$ cat src/rtl/i2s_tx_serializer.sv
// I2S transmitter: a one-pair holding buffer feeds a 64-BCLK stereo frame.
// Each frame sends 16-bit left/right words MSB first, one BCLK after the word-select edge.
module i2s_tx_serializer #(
    parameter int BCLK_DIV = 4
) (
    input  logic        clk,
    input  logic        reset,
    input  logic [15:0] left_in,
    input  logic [15:0] right_in,
    input  logic        in_valid,
    output logic        in_ready,
    output logic        bclk,
    output logic        l_r_clk,
    output logic        sdata,
    output logic        frame_start,
    output logic        underrun
);

    localparam logic [7:0] DIV_LAST = 8'(BCLK_DIV - 1);

    logic [7:0]  div;
    logic        bclk_q;
    logic [5:0]  bit_cnt;
    logic        full;
    logic [15:0] buf_l, buf_r;
    logic [15:0] tx_l, tx_r;
    logic        lr_q, sd_q, fs_q, ur_q;

    logic        div_wrap, fall, boundary, accept;
    logic [5:0]  bit_nxt;
    logic [4:0]  slot;
    logic [15:0] sample;
    logic        sd_nxt;

    // Handshake: a pair transfers on any cycle with in_valid && in_ready.
    // in_ready depends only on the registered buffer state, never on in_valid.
    assign accept   = in_valid && !full;
    assign div_wrap = (div == DIV_LAST);
    assign fall     = div_wrap && bclk_q;
    assign boundary = fall && (bit_cnt == 6'd63);
    assign bit_nxt  = bit_cnt + 6'd1;
    assign slot     = bit_nxt[4:0];

    always_comb begin
        sample = bit_nxt[5] ? tx_r : tx_l;
        sd_nxt = 1'b0;
        if (slot >= 5'd1 && slot <= 5'd16)
            sd_nxt = sample[4'(5'd16 - slot)];
    end

    always_ff @(posedge clk or posedge reset) begin
        if (reset) begin
            div    <= 8'd0;
            bclk_q <= 1'b0;
        end else if (div_wrap) begin
            div    <= 8'd0;
            bclk_q <= ~bclk_q;
        end else begin
            div    <= div + 8'd1;
        end
    end

    // Serial outputs move only on BCLK falling events so the DAC samples mid-bit.
    always_ff @(posedge clk or posedge reset) begin
        if (reset) begin
            bit_cnt <= 6'd63;
            lr_q    <= 1'b0;
            sd_q    <= 1'b0;
        end else if (fall) begin
            bit_cnt <= bit_nxt;
            lr_q    <= bit_nxt[5];
            sd_q    <= sd_nxt;
        end
    end

    // The boundary sees the pre-cycle buffer state; a same-cycle accept waits for the next frame.
    always_ff @(posedge clk or posedge reset) begin
        if (reset) begin
            full  <= 1'b0;
            buf_l <= 16'd0;
            buf_r <= 16'd0;
            tx_l  <= 16'd0;
            tx_r  <= 16'd0;
            fs_q  <= 1'b0;
            ur_q  <= 1'b0;
        end else begin
            fs_q <= boundary;
            ur_q <= boundary && !full;
            if (boundary && full) begin
                tx_l <= buf_l;
                tx_r <= buf_r;
                full <= 1'b0;
            end
            if (accept) begin
                buf_l <= left_in;
                buf_r <= right_in;
                full  <= 1'b1;
            end
        end
    end

    assign in_ready    = !full;
    assign bclk        = bclk_q;
    assign l_r_clk     = lr_q;
    assign sdata       = sd_q;
    assign frame_start = fs_q;
    assign underrun    = ur_q;

endmodule

$ cat config.mk
export PLATFORM = sky130hd
export DESIGN_NAME = i2s_tx_serializer
export DESIGN_NICKNAME = d
export VERILOG_FILES = /design/src/rtl/i2s_tx_serializer.sv
export SDC_FILE = /design/constraint.sdc
export NUM_CORES = 1
export LEC_CHECK = 0
export ABC_CLOCK_PERIOD_IN_PS = 5970
export CAP_MARGIN = 20
export CORE_UTILIZATION = 35
export DETAILED_ROUTE_END_ITERATION = 10
export GPL_TIMING_DRIVEN = 0
export HOLD_SLACK_MARGIN = 0.15
export PLACE_DENSITY = 0.56
export SETUP_SLACK_MARGIN = 0.4
export SYNTH_ARGS = -nofsm -noshare
export SYNTH_HDL_FRONTEND = slang
export SYNTH_SLANG_ARGS = --single-unit
export TNS_END_PERCENT = 1
$ cat constraint.sdc
create_clock -name clk -period 5.97 [get_ports clk]
set_input_delay 1.194 -clock clk [delete_from_list [all_inputs] [get_ports clk]]
set_output_delay 1.194 -clock clk [all_outputs]
set_load 0.05 [all_outputs]
---- After elaboration in Yosys (flattened, before gate mapping) ----
Index checks and enable logic that the tools add are counted.
word-level totals
  register bits after elaboration ......... 84
  bits of input ports ..................... 35
  output and inout port bits .............. 6
  word-level logic and storage cells ...... 36
operators by class
  $add $sub $neg .......................... 3
  magnitude comparators ................... 3
  eq/ne operators ......................... 2
  multiplexer cells ....................... 7
  bitwise logic cells ..................... 1
  reductions and logical operators ........ 8
operators by type and width
  operator               count
  $mux W16               1
  $add A8 B1 Y8 const B  1
  $eq A8 B2 Y1 const B   1
  $mux W8                1
  $add A6 B1 Y6 const B  1
  $eq A6 B6 Y1 const B   1
  $logic_and A1 B1 Y1    6
  $ge A5 B1 Y1 const B   1
  $le A5 B5 Y1 const B   1
  $lt A4 B5 Y1 const B   1
  $bmux W1 S4            1
  $mux W1                4
  $sub A1 B4 Y4 const A  1
  $reduce_bool A2 Y1     1
  $logic_not A1 Y1       1
  $not A1 Y1             1

---- Longest topological paths before layout ----
  word-level depth ........................ 6
  gate-level depth with buffers ........... 9
  depth with buffers taken out ............ 8

---- Least setup slack after synthesis ----
OpenSTA, ideal clock, no wires.
  path kind ............................... register to register
  start ................................... register div[5]
  end ..................................... register tx_l[0]
  setup time .............................. 125 ps
  arrival time ............................ 2279 ps
  data required time ...................... 5845 ps
  setup slack ............................. 3566 ps
  stages on the path, launching flop included .. 8
  path buffers ............................ 1
  period minus slack after synthesis ...... 2404 ps
  path through ............................ dfrtp_1 > or4_4 > nor4b_4 > nand2_4 > nor2_4 > nand4_4 > buf_6 > mux2_4
on the way
  longest elaborated chain between the ends .. 4
RTL lines
  item                      RTL line  source
  start: declaration        21        logic [7:0] div;
  start signal: assignment  59        div <= div + 8'd1;
  $eq A8 B2 Y1              38        assign div_wrap = (div == DIV_LAST);
  $logic_and A1 B1 Y1       39        assign fall = div_wrap && bclk_q;
  $logic_and A1 B1 Y1       40        assign boundary = fall && (bit_cnt == 6'd63);
  $logic_and A1 B1 Y1       89        if (boundary && full) begin
  end signal: assignment    90        tx_l <= buf_l;
  end: declaration          26        logic [15:0] tx_l, tx_r;
No other way between the ends.
A chain may end at the register's enable or synchronous reset.

---- Worst setup path in the final report ----
  start ................................... register full
  end ..................................... output port in_ready
on the way
  longest elaborated chain between the ends .. 1
RTL lines
  item                      RTL line  source
  start: declaration        24        logic full;
  start signal: assignment  79        full <= 1'b0;
  start signal: assignment  92        full <= 1'b0;
  start signal: assignment  97        full <= 1'b1;
  $logic_not A1 Y1          102       assign in_ready = !full;
  end: declaration          11        output logic in_ready,
No other way between the ends.

==> results by group <==
Run status
  • Outcome: finished clean

Placement
  • DP Cell Count: 477
  • Dpl cell area: about 0.0046 mm²
  • Placer Congestion: just under 0.9
  • Dpl hpwl: between 5 and 6 mm
  • PortBufs: 40

Final layout
  • Design Area, Final: a little under 0.005 mm²
  • # nets final: a little under 400
  • Fillers: 1006
  • Fraction of layout cells with a size suffix above 1: between 20% and 30%
  • Non-filler cells, final: roughly 500
  • Core Util, Final: 44.6%
  • Area growth, synth to finish: 23.0%
  • Antenna cells: 0

Yosys
  • FFs w/ async S/R, synth: 100%
  • Synth Cell Area: just under 0.004 mm²
  • Commonest cells in the netlist: dfrtp_1 (78), mux2_2 (40), mux2_4 (29)
  • Post-synth EDFFs: 0
  • Sequential area share after synthesis: 53.3%
  • Synth Flop Type: dfrtp_1
  • Area contributors post-synth: dfrtp_1 (49%), mux2_2 (11%), mux2_4 (11%)
  • Mapped Nets: roughly 330
  • Area share of the leading cell type in the synthesized netlist: approximately half
  • Synth warnings: 0
  • Cell variety after synth: between 50 and 60
  • #FFs+latches synth: 84
  • Avg Cell Area, Syn: around 13 µm²
  • Cell accounting for the most synthesized area: dfrtp_1
  • Most common cell in the netlist: dfrtp_1
  • Post-Syn Instances: about 300

Die
  • Die Ht: roughly 110 µm
  • Num rows: 38
  • Full die area: 0.0117 mm²
  • Die width: around 110 µm
  • Initial cell density of the core: between 30% and 40%
  • # IOs: 41
  • CORE AREA: around 0.011 mm²

Detailed routing
  • Number of nets with antenna violations after routing: 0
  • DRT Wirelength: about 7.4 mm
  • # DRC: 0
  • Vias per cell: between 4 and 5
  • WL/cell: around 15 µm
  • DR iter-0 viols: approximately 120
  • Vias: around 2500
  • First drt pass iteration count: 4

Clock network
  • Sink Count: 84
  • Postcts setup bufs: 0
  • CTS HTree Levels: 3
  • Hold_buf cts: 0
  • Root Driver: clkbuf_16
  • Gates resized, CTS repair: 0
  • Inserted Clock Buffers: 9
  • Clk slew on worst S/H paths: roughly 60 ps
  • CTS max path bufs: 2
  • TritonCTS clock tree: done
  • Clock Latency Late Sink: ~340 ps

Critical path
  • Family with the most delay on the worst path: buffers and inverters
  • Worst Path Required: ~4800 ps
  • Crit Path Category: register to output port
  • CP startpoint kind: register
  • CP Capture Type: output port
  • Worst-path cell chain: inv_1 > clkdlybuf4s50_1
  • Critical path's largest stage delay: roughly 810 ps
  • Crit path DAT: roughly 1700 ps
  • Critical path's slowest cell: clkdlybuf4s50_1
  • Max FO, Critical Path: 4
  • CP bufs+invs: 2

Global route
  • GRT Total Usage: 14.3%
  • GRT overflow: 0
  • Largest net degree at the start of global routing: 50
  • First-pass GRT wire length: between 10 and 15 mm
  • Vias in the first global route: ~2400
  • Initial antenna violation count: 0

Power
  • LEAKAGE: approximately 2.2 nW
  • Comb power frac: around 5.0%
  • P_sw: approximately 0.00027 W
  • Reg power frac: approximately half
  • Power Internal: around 0.001 W
  • Pwr Density: 255 mW/mm²
  • Clk pwr share: ~46%
  • Worst vdd ir: ~150 µV
  • Switching part of the total: approximately 22%

Timing
  • Min Hold Slack: between 400 and 500 ps
  • Period minus WS final: ~2900 ps
  • Slew @ Worst Pin: 715 ps
  • Fmax: between 300 and 400 MHz
  • RSZ-0062 raised after global routing: false
  • Fin crit share: between 40% and 50%
  • Final Hold Viols: 0
  • Setup Viol. Count Final: 0
  • Clock skew: between 8 and 9 ps
  • Max Slew Vio Count: 0
  • Slew HR: a little over half
  • Setup TNS: 0 ps

Worst hold path
  • Hold crit path type: register to register

Flow run
  • MaxCap Viol Count: 0
power groups by stage:
stage | clock network [W] | logic (W) | registers [W]
3_5_place_dp | 0 | 0.0000641 | 0.000624
2_1_floorplan | 0 | 0.0000336 | 0.000618
4_1_cts | 0.000583 | 0.0000641 | 0.000613
3_3_place_gp | 0 | 0.0000597 | 0.000623
6_report | 0.000566 | 0.0000620 | 0.000613
5_1_grt | 0.000610 | 0.0000694 | 0.000616
area by class of cell:
type | count | area, µm² | share of cell area, %
clock buffers | 9 | 225 | 4.62
flip-flops and latches | 84 | 2110 | 43.3
clock inverters | 7 | 81.3 | 1.67
repair buffers | 41 | 428 | 8.78
well taps | 140 | 175 | 3.60
multi-input cells | 187 | 1730 | 35.5
plain buffers | 17 | 90.1 | 1.85
inverters | 8 | 32.5 | 0.668
worst reg2reg max path, delay by kind of cell, from the launching register on:
family	cells	cell delay, ps
xor+xnor	1	190
flops	1	580
buf+inv	3	660
compound gates	3	720
simple gates	1	190
fa+ha+maj	1	300
flip-flops by register name, summed over array words and instances (netlist names):
register	flops
bclk	1
bit_cnt	6
buf_l	16
buf_r	16
div	8
frame_start	1
full	1
l_r_clk	1
sdata	1
tx_l	16
tx_r	16
underrun	1
per-layer routing:
metal | global-route usage, % | routed length (µm) | up-vias
met5 | 0 | 0 | -
li1 | - | - | 1172
met1 | 20.0 | 3570 | 1217
met4 | 5.21 | 108 | 0
met3 | 3.74 | 307 | 9
met2 | 21.4 | 3430 | 61
per-stage QoR:
step           total power (W)  setup WS, ps
2_1_floorplan         0.000651          2620
6_report               0.00124          3100
3_3_place_gp          0.000683          1250
4_1_cts                0.00126          3070
3_5_place_dp          0.000688          2770
5_1_grt                0.00129          3000
cells in the final DEF (no fill, tap or decap), types with 6 or more instances in the layout:
| cell | netlist | layout |
|---|---|---|
| clkbuf_16 | 0 | 9 |
| nand2_1 | 14 | 14 |
| dfrtp_1 | 78 | 78 |
| clkdlybuf4s50_1 | 0 | 40 |
| xnor2_1 | 10 | 10 |
| inv_1 | 8 | 7 |
| mux2_2 | 40 | 40 |
| clkbuf_1 | 8 | 8 |
| dfstp_2 | 6 | 6 |
| mux2_4 | 29 | 29 |
| nor2_1 | 10 | 10 |
| and3_1 | 6 | 6 |
| nand3_1 | 10 | 10 |
| mux2i_1 | 7 | 7 |
path summary, 6_finish.rpt:
kind / from / endpoint / slack [ps] / cells past startpoint
max: full / in_ready / 3100 / 2
min: div[7] / div[7] / 480 / 1
max reg2reg: bit_cnt[0] / sdata / 3190 / 9
min reg2reg: div[7] / div[7] / 480 / 1
max in group asynchronous: reset / tx_l[1] / 4140 / 3
min in group asynchronous: reset / div[0] / 1240 / 2
logic make-up (layout without fill, tap and decap cells):
logic type      count (synthesis)  after routing  synth area share [%]
buf+inv                        25             82                  3.03
simple gates                   61             61                  9.23
compound gates                 32             32                  6.07
flops                          84             84                  53.3
mux                            76             76                  24.1
xor+xnor                       15             15                  3.32
fa+ha+maj                       3              3                 0.948
Power figures use the tool's default switching activity.
